$ cat config.mk
export PLATFORM = sky130hd
export DESIGN_NAME = instruction_fetch
export DESIGN_NICKNAME = d
export VERILOG_FILES = /design/src/rtl/chip8_pkg.sv /design/src/rtl/instruction_fetch.sv
export SDC_FILE = /design/constraint.sdc
export NUM_CORES = 1
export LEC_CHECK = 0
export ABC_AREA = 1
export CAP_MARGIN = 20
export CELL_PAD_IN_SITES_DETAIL_PLACEMENT = 0
export CELL_PAD_IN_SITES_GLOBAL_PLACEMENT = 1
export CORE_ASPECT_RATIO = 1.75
export CORE_MARGIN = 10
export CORE_UTILIZATION = 48
export DETAILED_ROUTE_END_ITERATION = 8
export DONT_BUFFER_PORTS = 1
export GPL_ROUTABILITY_DRIVEN = 0
export PLACE_DENSITY = 0.9
export SLEW_MARGIN = 10
export SYNTH_ARGS = -nofsm -noshare
export SYNTH_HDL_FRONTEND = slang
export SYNTH_SLANG_ARGS = --single-unit
$ cat constraint.sdc
create_clock -name clk -period 2.2 [get_ports clk]
set_input_delay 0.33 -clock clk [delete_from_list [all_inputs] [get_ports clk]]
set_output_delay 0.33 -clock clk [all_outputs]
set_load 0.05 [all_outputs]
$ cat src/rtl/chip8_pkg.sv
// Shared definitions for the Chip8 core.
//   ADDR_W    program address width (PC arithmetic wraps modulo 2**ADDR_W)
//   RESET_PC  PC after reset, the Chip8 program start
//   OPCODE_W  width of an assembled opcode
//   fetch_state_e  fetch FSM states: high byte, low byte, hold for executor
package chip8_pkg;
  localparam int ADDR_W   = 12;
  localparam logic [ADDR_W-1:0] RESET_PC = 12'h200;
  localparam int OPCODE_W = 16;

  typedef enum logic [1:0] {
    S_HI   = 2'd0,
    S_LO   = 2'd1,
    S_HOLD = 2'd2
  } fetch_state_e;
endpackage

$ cat src/rtl/instruction_fetch.sv
// Chip8 fetch stage. Reads two bytes at PC from byte-wide memory, packs them
// big-endian into an opcode and offers it on a valid/ready handshake. Owns PC.
// Ports:
//   clk, rst_n                 clock, async active-low reset
//   mem_req/mem_addr (out)     byte read request, held until mem_ack
//   mem_ack/mem_rdata (in)     read completion and data byte
//   opcode/opcode_valid (out)  assembled opcode offered to executor
//   opcode_ready (in)          executor accepts the opcode
//   pc (out)                   address of the current opcode's first byte
//   pc_load/pc_load_addr (in)  on accept: jump to pc_load_addr
//   pc_skip (in)               on accept: pc+4 (lower priority than load)
module instruction_fetch
  import chip8_pkg::*;
#(
  parameter int ADDR_W = chip8_pkg::ADDR_W,
  parameter logic [ADDR_W-1:0] RESET_PC = chip8_pkg::RESET_PC
) (
  input  logic                clk,
  input  logic                rst_n,
  output logic                mem_req,
  output logic [ADDR_W-1:0]   mem_addr,
  input  logic                mem_ack,
  input  logic [7:0]          mem_rdata,
  output logic [OPCODE_W-1:0] opcode,
  output logic                opcode_valid,
  input  logic                opcode_ready,
  output logic [ADDR_W-1:0]   pc,
  input  logic                pc_load,
  input  logic [ADDR_W-1:0]   pc_load_addr,
  input  logic                pc_skip
);

  fetch_state_e          state_q, state_d;
  logic [ADDR_W-1:0]     pc_q, pc_d;
  logic [7:0]            hi_q, hi_d;
  logic [OPCODE_W-1:0]   opcode_q, opcode_d;
  // Low for the first cycle after reset release so the request comes up
  // one clock after release rather than during reset.
  logic                  run_q;
  logic                  ack;

  assign ack = mem_req && mem_ack;

  always_comb begin
    state_d  = state_q;
    pc_d     = pc_q;
    hi_d     = hi_q;
    opcode_d = opcode_q;
    case (state_q)
      S_HI: if (ack) begin
        hi_d    = mem_rdata;
        state_d = S_LO;
      end
      S_LO: if (ack) begin
        opcode_d = {hi_q, mem_rdata};
        state_d  = S_HOLD;
      end
      S_HOLD: if (opcode_ready) begin
        state_d = S_HI;
        if (pc_load)      pc_d = pc_load_addr;
        else if (pc_skip) pc_d = pc_q + ADDR_W'(4);
        else              pc_d = pc_q + ADDR_W'(2);
      end
      default: state_d = S_HI;
    endcase
  end

  always_ff @(posedge clk or negedge rst_n) begin
    if (!rst_n) begin
      state_q  <= S_HI;
      pc_q     <= RESET_PC;
      hi_q     <= 8'h00;
      opcode_q <= '0;
      run_q    <= 1'b0;
    end else begin
      state_q  <= state_d;
      pc_q     <= pc_d;
      hi_q     <= hi_d;
      opcode_q <= opcode_d;
      run_q    <= 1'b1;
    end
  end

  // Outputs depend only on registered state; the second byte address wraps.
  assign mem_req      = run_q && (state_q != S_HOLD);
  assign mem_addr     = (state_q == S_LO) ? pc_q + ADDR_W'(1) : pc_q;
  assign opcode_valid = (state_q == S_HOLD);
  assign opcode       = opcode_q;
  assign pc           = pc_q;

endmodule

==> implementation parameters <==
Parameter                              Value

Detailed routing
  Via-per-instance ratio    5.21
  Topmost layer with routed signal wires    met4
  Routed length per placed instance    16.7 um
  Sum of routed wire segments on met1    2.07 mm
  Total number of vias    1,766
  Routed Wire Length    5.66 mm
  DRC errors left    0
  Routed met3 length    517 um
  Met2 WL post-DR    2.92 mm
  Number of antenna-violating nets in the routed design    0
  DRT Pass-1 Iters    4
  Detailed Route Iter0 Violations    90

Timing
  Final-report setup violation count    0
  Setup repair after global routing missed its margin    false
  Worst clock skew    0.00476 ns
  Final min period    2.10 ns
  Highest clock frequency the design can meet    477 MHz
  Slew margin rel.    0.594
  Period Utilization, post-route    0.953
  Final max-slew violation count    0
  Actual slew at the worst max-slew pin    0.609 ns
  Hold violation total from the final report    0

CTS
  Clock transition at the registers of the reported paths    0.07 ns
  Number of clock sinks    39
  H-tree levels    2
  Buffer levels on the longest clock path    2
  Later-pin clock latency in the skew report    0.29 ns
  Clock tree from TritonCTS    yes
  TritonCTS Buffers    5
  Library cell used as clock root buffer    sky130_fd_sc_hd__clkbuf_8

Synth
  Post-Synthesis Net Count    288
  Arithmetic-cell share of the synthesized area counting full adders, half adders and majority gates    0.0177
  Top cell type's share of synthesized area    0.448
  Share of the synthesized netlist area taken by xor and xnor gates    0.0413
  Count of mapped cells out of synthesis    259
  Share of synthesized flip-flops with an asynchronous set or reset    1.00
  Proportion of synthesized chip area in sequential cells    0.461
  Yosys synthesis warning count    0
  Yosys top cell by area    sky130_fd_sc_hd__dfrtp_1
  Mean post-synth cell area    8.19 sq um
  Top cells by count, synth    sky130_fd_sc_hd__nand2_1 (55), sky130_fd_sc_hd__dfrtp_1 (38), sky130_fd_sc_hd__inv_1 (31), sky130_fd_sc_hd__o21ai_0 (31), sky130_fd_sc_hd__nor2_1 (28)
  Flip-flop and latch count after synthesis    39
  Fraction of the mapped netlist area in simple logic gates    0.249
  Largest family of logic cells by synthesized area    simple AND/OR/NAND/NOR gates
  Number of unique standard cell types used by synthesis    31
  Compound-cell area share of the yosys netlist    0.101
  Share of cell area taken by muxes after synthesis    0.0478
  Dominant synthesized flop cell    sky130_fd_sc_hd__dfrtp_1
  Top-count cell post-synth    sky130_fd_sc_hd__nand2_1
  EDFF count, synth    0
  Largest cells by area after synthesis    sky130_fd_sc_hd__dfrtp_1 (45%), sky130_fd_sc_hd__nand2_1 (9.7%), sky130_fd_sc_hd__o21ai_0 (7.3%)
  Post-synthesis cell area    2120 sq um

Layout
  Syn-to-layout area delta    24.0%
  Ratio of cells with drive above 1 in the final layout    0.240
  Core utilization of the finished layout    0.608
  Number of diodes    0
  Net count, final    317
  Total of fill cells in the finished design    395

Critical path
  Critical path class    register to primary output
  Req. time, crit path    1.87 ns
  Kind of start point of the critical path    register
  Count of cells along the worst register-to-register path    8
  Critical register-to-register path startpoint    state_q[0]
  Critical Path Source    pc[2]
  Data arrival, critical path    1.77 ns
  Category of the worst setup path capture point    primary output
  Top fanout value on the critical path    5

Die
  DIE HEIGHT    108 um
  Number of cell rows    32
  IO Count    68
  DIE AREA    7580 sq um
  Floorplan die width    70.2 um
  Initial core utilization    0.490
  Area of the core region    4320 sq um

Worst hold path
  Number of stages on the worst hold path    1
  Worst min-delay path class    primary input to register
  Min-delay src    opcode_ready

Global route
  First-pass GRT wire length    9.26 mm
  Maximum number of pins on one net before global-route repair    40
  Global Route Usage Sum    0.150
  Antenna violations before repair    0
  Vias in the first global route    1,919
  Residual overflow from global routing    0

Placement
  # port buffers    0
  Detailed placement HPWL    4.40 mm

Status
  Run status    finished, final reports clean

Run
  Max-cap violations    0
## cell type report
cell class / instances / area (sq um) / share of cell area
Multi-Input combinational cell: 179 / 1040 / 0.394
Sequential cell: 39 / 978 / 0.372
Timing Repair Buffer: 28 / 313 / 0.119
Inverter: 35 / 131 / 0.0500
Clock buffer: 5 / 68.8 / 0.0262
Tap cell: 51 / 63.8 / 0.0243
Clock inverter: 2 / 37.5 / 0.0143
## sequential cells by signal, summed over array words and instances, names as in the netlist
signal and count:
opcode 16, pc 12, hi_q 8, state_q 2, run_q 1
## worst max-delay path, cell delays in order (launching register included)
cell	delay (ns)
sky130_fd_sc_hd__dfrtp_1	0.43
sky130_fd_sc_hd__ha_1	0.25
sky130_fd_sc_hd__inv_1	0.08
sky130_fd_sc_hd__nor2_2	0.17
sky130_fd_sc_hd__xnor2_1	0.17
sky130_fd_sc_hd__nand2_1	0.08
sky130_fd_sc_hd__o21a_1	0.14
sky130_fd_sc_hd__buf_12	0.15
## stage by stage
stage	cell area (sq um)	TNS (ns)	instances	hold slack [ns]	setup slack, ns
after floorplan	2170	-0.105	259	0.0344	-0.0424
after global placement	2460	0	327	0.0358	0.364
after detailed placement	2460	0	327	0.0358	0.319
after CTS	2600	0	336	0.143	0.00822
after global routing	2630	0	339	0.139	0.00785
final	2630	0	339	0.149	0.102
## cells in the final DEF, fill, tap and decap left out
cell type / n
sky130_fd_sc_hd__a21oi_1: 3
sky130_fd_sc_hd__a22oi_1: 2
sky130_fd_sc_hd__a31oi_1: 1
sky130_fd_sc_hd__buf_12: 8
sky130_fd_sc_hd__buf_4: 19
sky130_fd_sc_hd__bufinv_16: 1
sky130_fd_sc_hd__clkbuf_8: 5
sky130_fd_sc_hd__clkinvlp_4: 1
sky130_fd_sc_hd__conb_1: 1
sky130_fd_sc_hd__dfrtp_1: 37
sky130_fd_sc_hd__dfrtp_2: 1
sky130_fd_sc_hd__dfstp_2: 1
sky130_fd_sc_hd__dlygate4sd3_1: 1
sky130_fd_sc_hd__ha_1: 3
sky130_fd_sc_hd__inv_1: 31
sky130_fd_sc_hd__inv_2: 4
sky130_fd_sc_hd__mux2_2: 5
sky130_fd_sc_hd__mux2_4: 3
sky130_fd_sc_hd__nand2_1: 55
sky130_fd_sc_hd__nand2_2: 4
sky130_fd_sc_hd__nand2_4: 2
sky130_fd_sc_hd__nand3_1: 15
sky130_fd_sc_hd__nand3b_1: 1
sky130_fd_sc_hd__nand4_1: 3
sky130_fd_sc_hd__nor2_1: 25
sky130_fd_sc_hd__nor2_2: 5
sky130_fd_sc_hd__nor2_4: 4
sky130_fd_sc_hd__nor3_1: 3
sky130_fd_sc_hd__o21a_1: 1
sky130_fd_sc_hd__o21ai_0: 28
sky130_fd_sc_hd__o21ai_1: 2
sky130_fd_sc_hd__o21ai_2: 1
sky130_fd_sc_hd__o221ai_1: 1
sky130_fd_sc_hd__o22ai_1: 1
sky130_fd_sc_hd__xnor2_1: 2
sky130_fd_sc_hd__xnor2_2: 1
sky130_fd_sc_hd__xor2_1: 3
sky130_fd_sc_hd__xor2_2: 3
sky130_fd_sc_hd__xor2_4: 1
## cell families (layout without fill, tap and decap cells)
kind of cell               Yosys count  in the layout
xor gates and xnor gates            10             10
muxes                                8              8
other                                1              1
adders and majority gates            3              3
and+or+nand+nor                    117            117
AOI/OAI and AO/OA                   40             40
buffers and inverters               41             70
DFF                                 39             39
## repair_timing
action                                  CTS  global route
pin swaps                                 0             1
hold buffers                              2             0
endpoints found under the setup margin    1             4
endpoints found under the hold margin    39             0
setup buffers                             0             3
gates resized for setup                   1             4
## worst paths after layout
check / end / slack [ns]
setup / recovery: mem_addr[5] / 0.10
hold / removal: state_q[1] / 0.15
setup reg to reg: pc[6] / 0.48
hold reg to reg: hi_q[2] / 0.48
max in group asynchronous: pc[9] / 1.44
min in group asynchronous: pc[8] / 0.52
## routing by layer
layer | track usage | vias to the layer above
li1 | - | 885
met1 | 0.147 | 804
met2 | 0.267 | 65
met3 | 0.0642 | 12
met4 | 0.0652 | 0
met5 | 0 | -
Power is left out: the tool's default activity adds up to more than one toggle a clock period on the data nets, which glitch-free logic cannot reach.
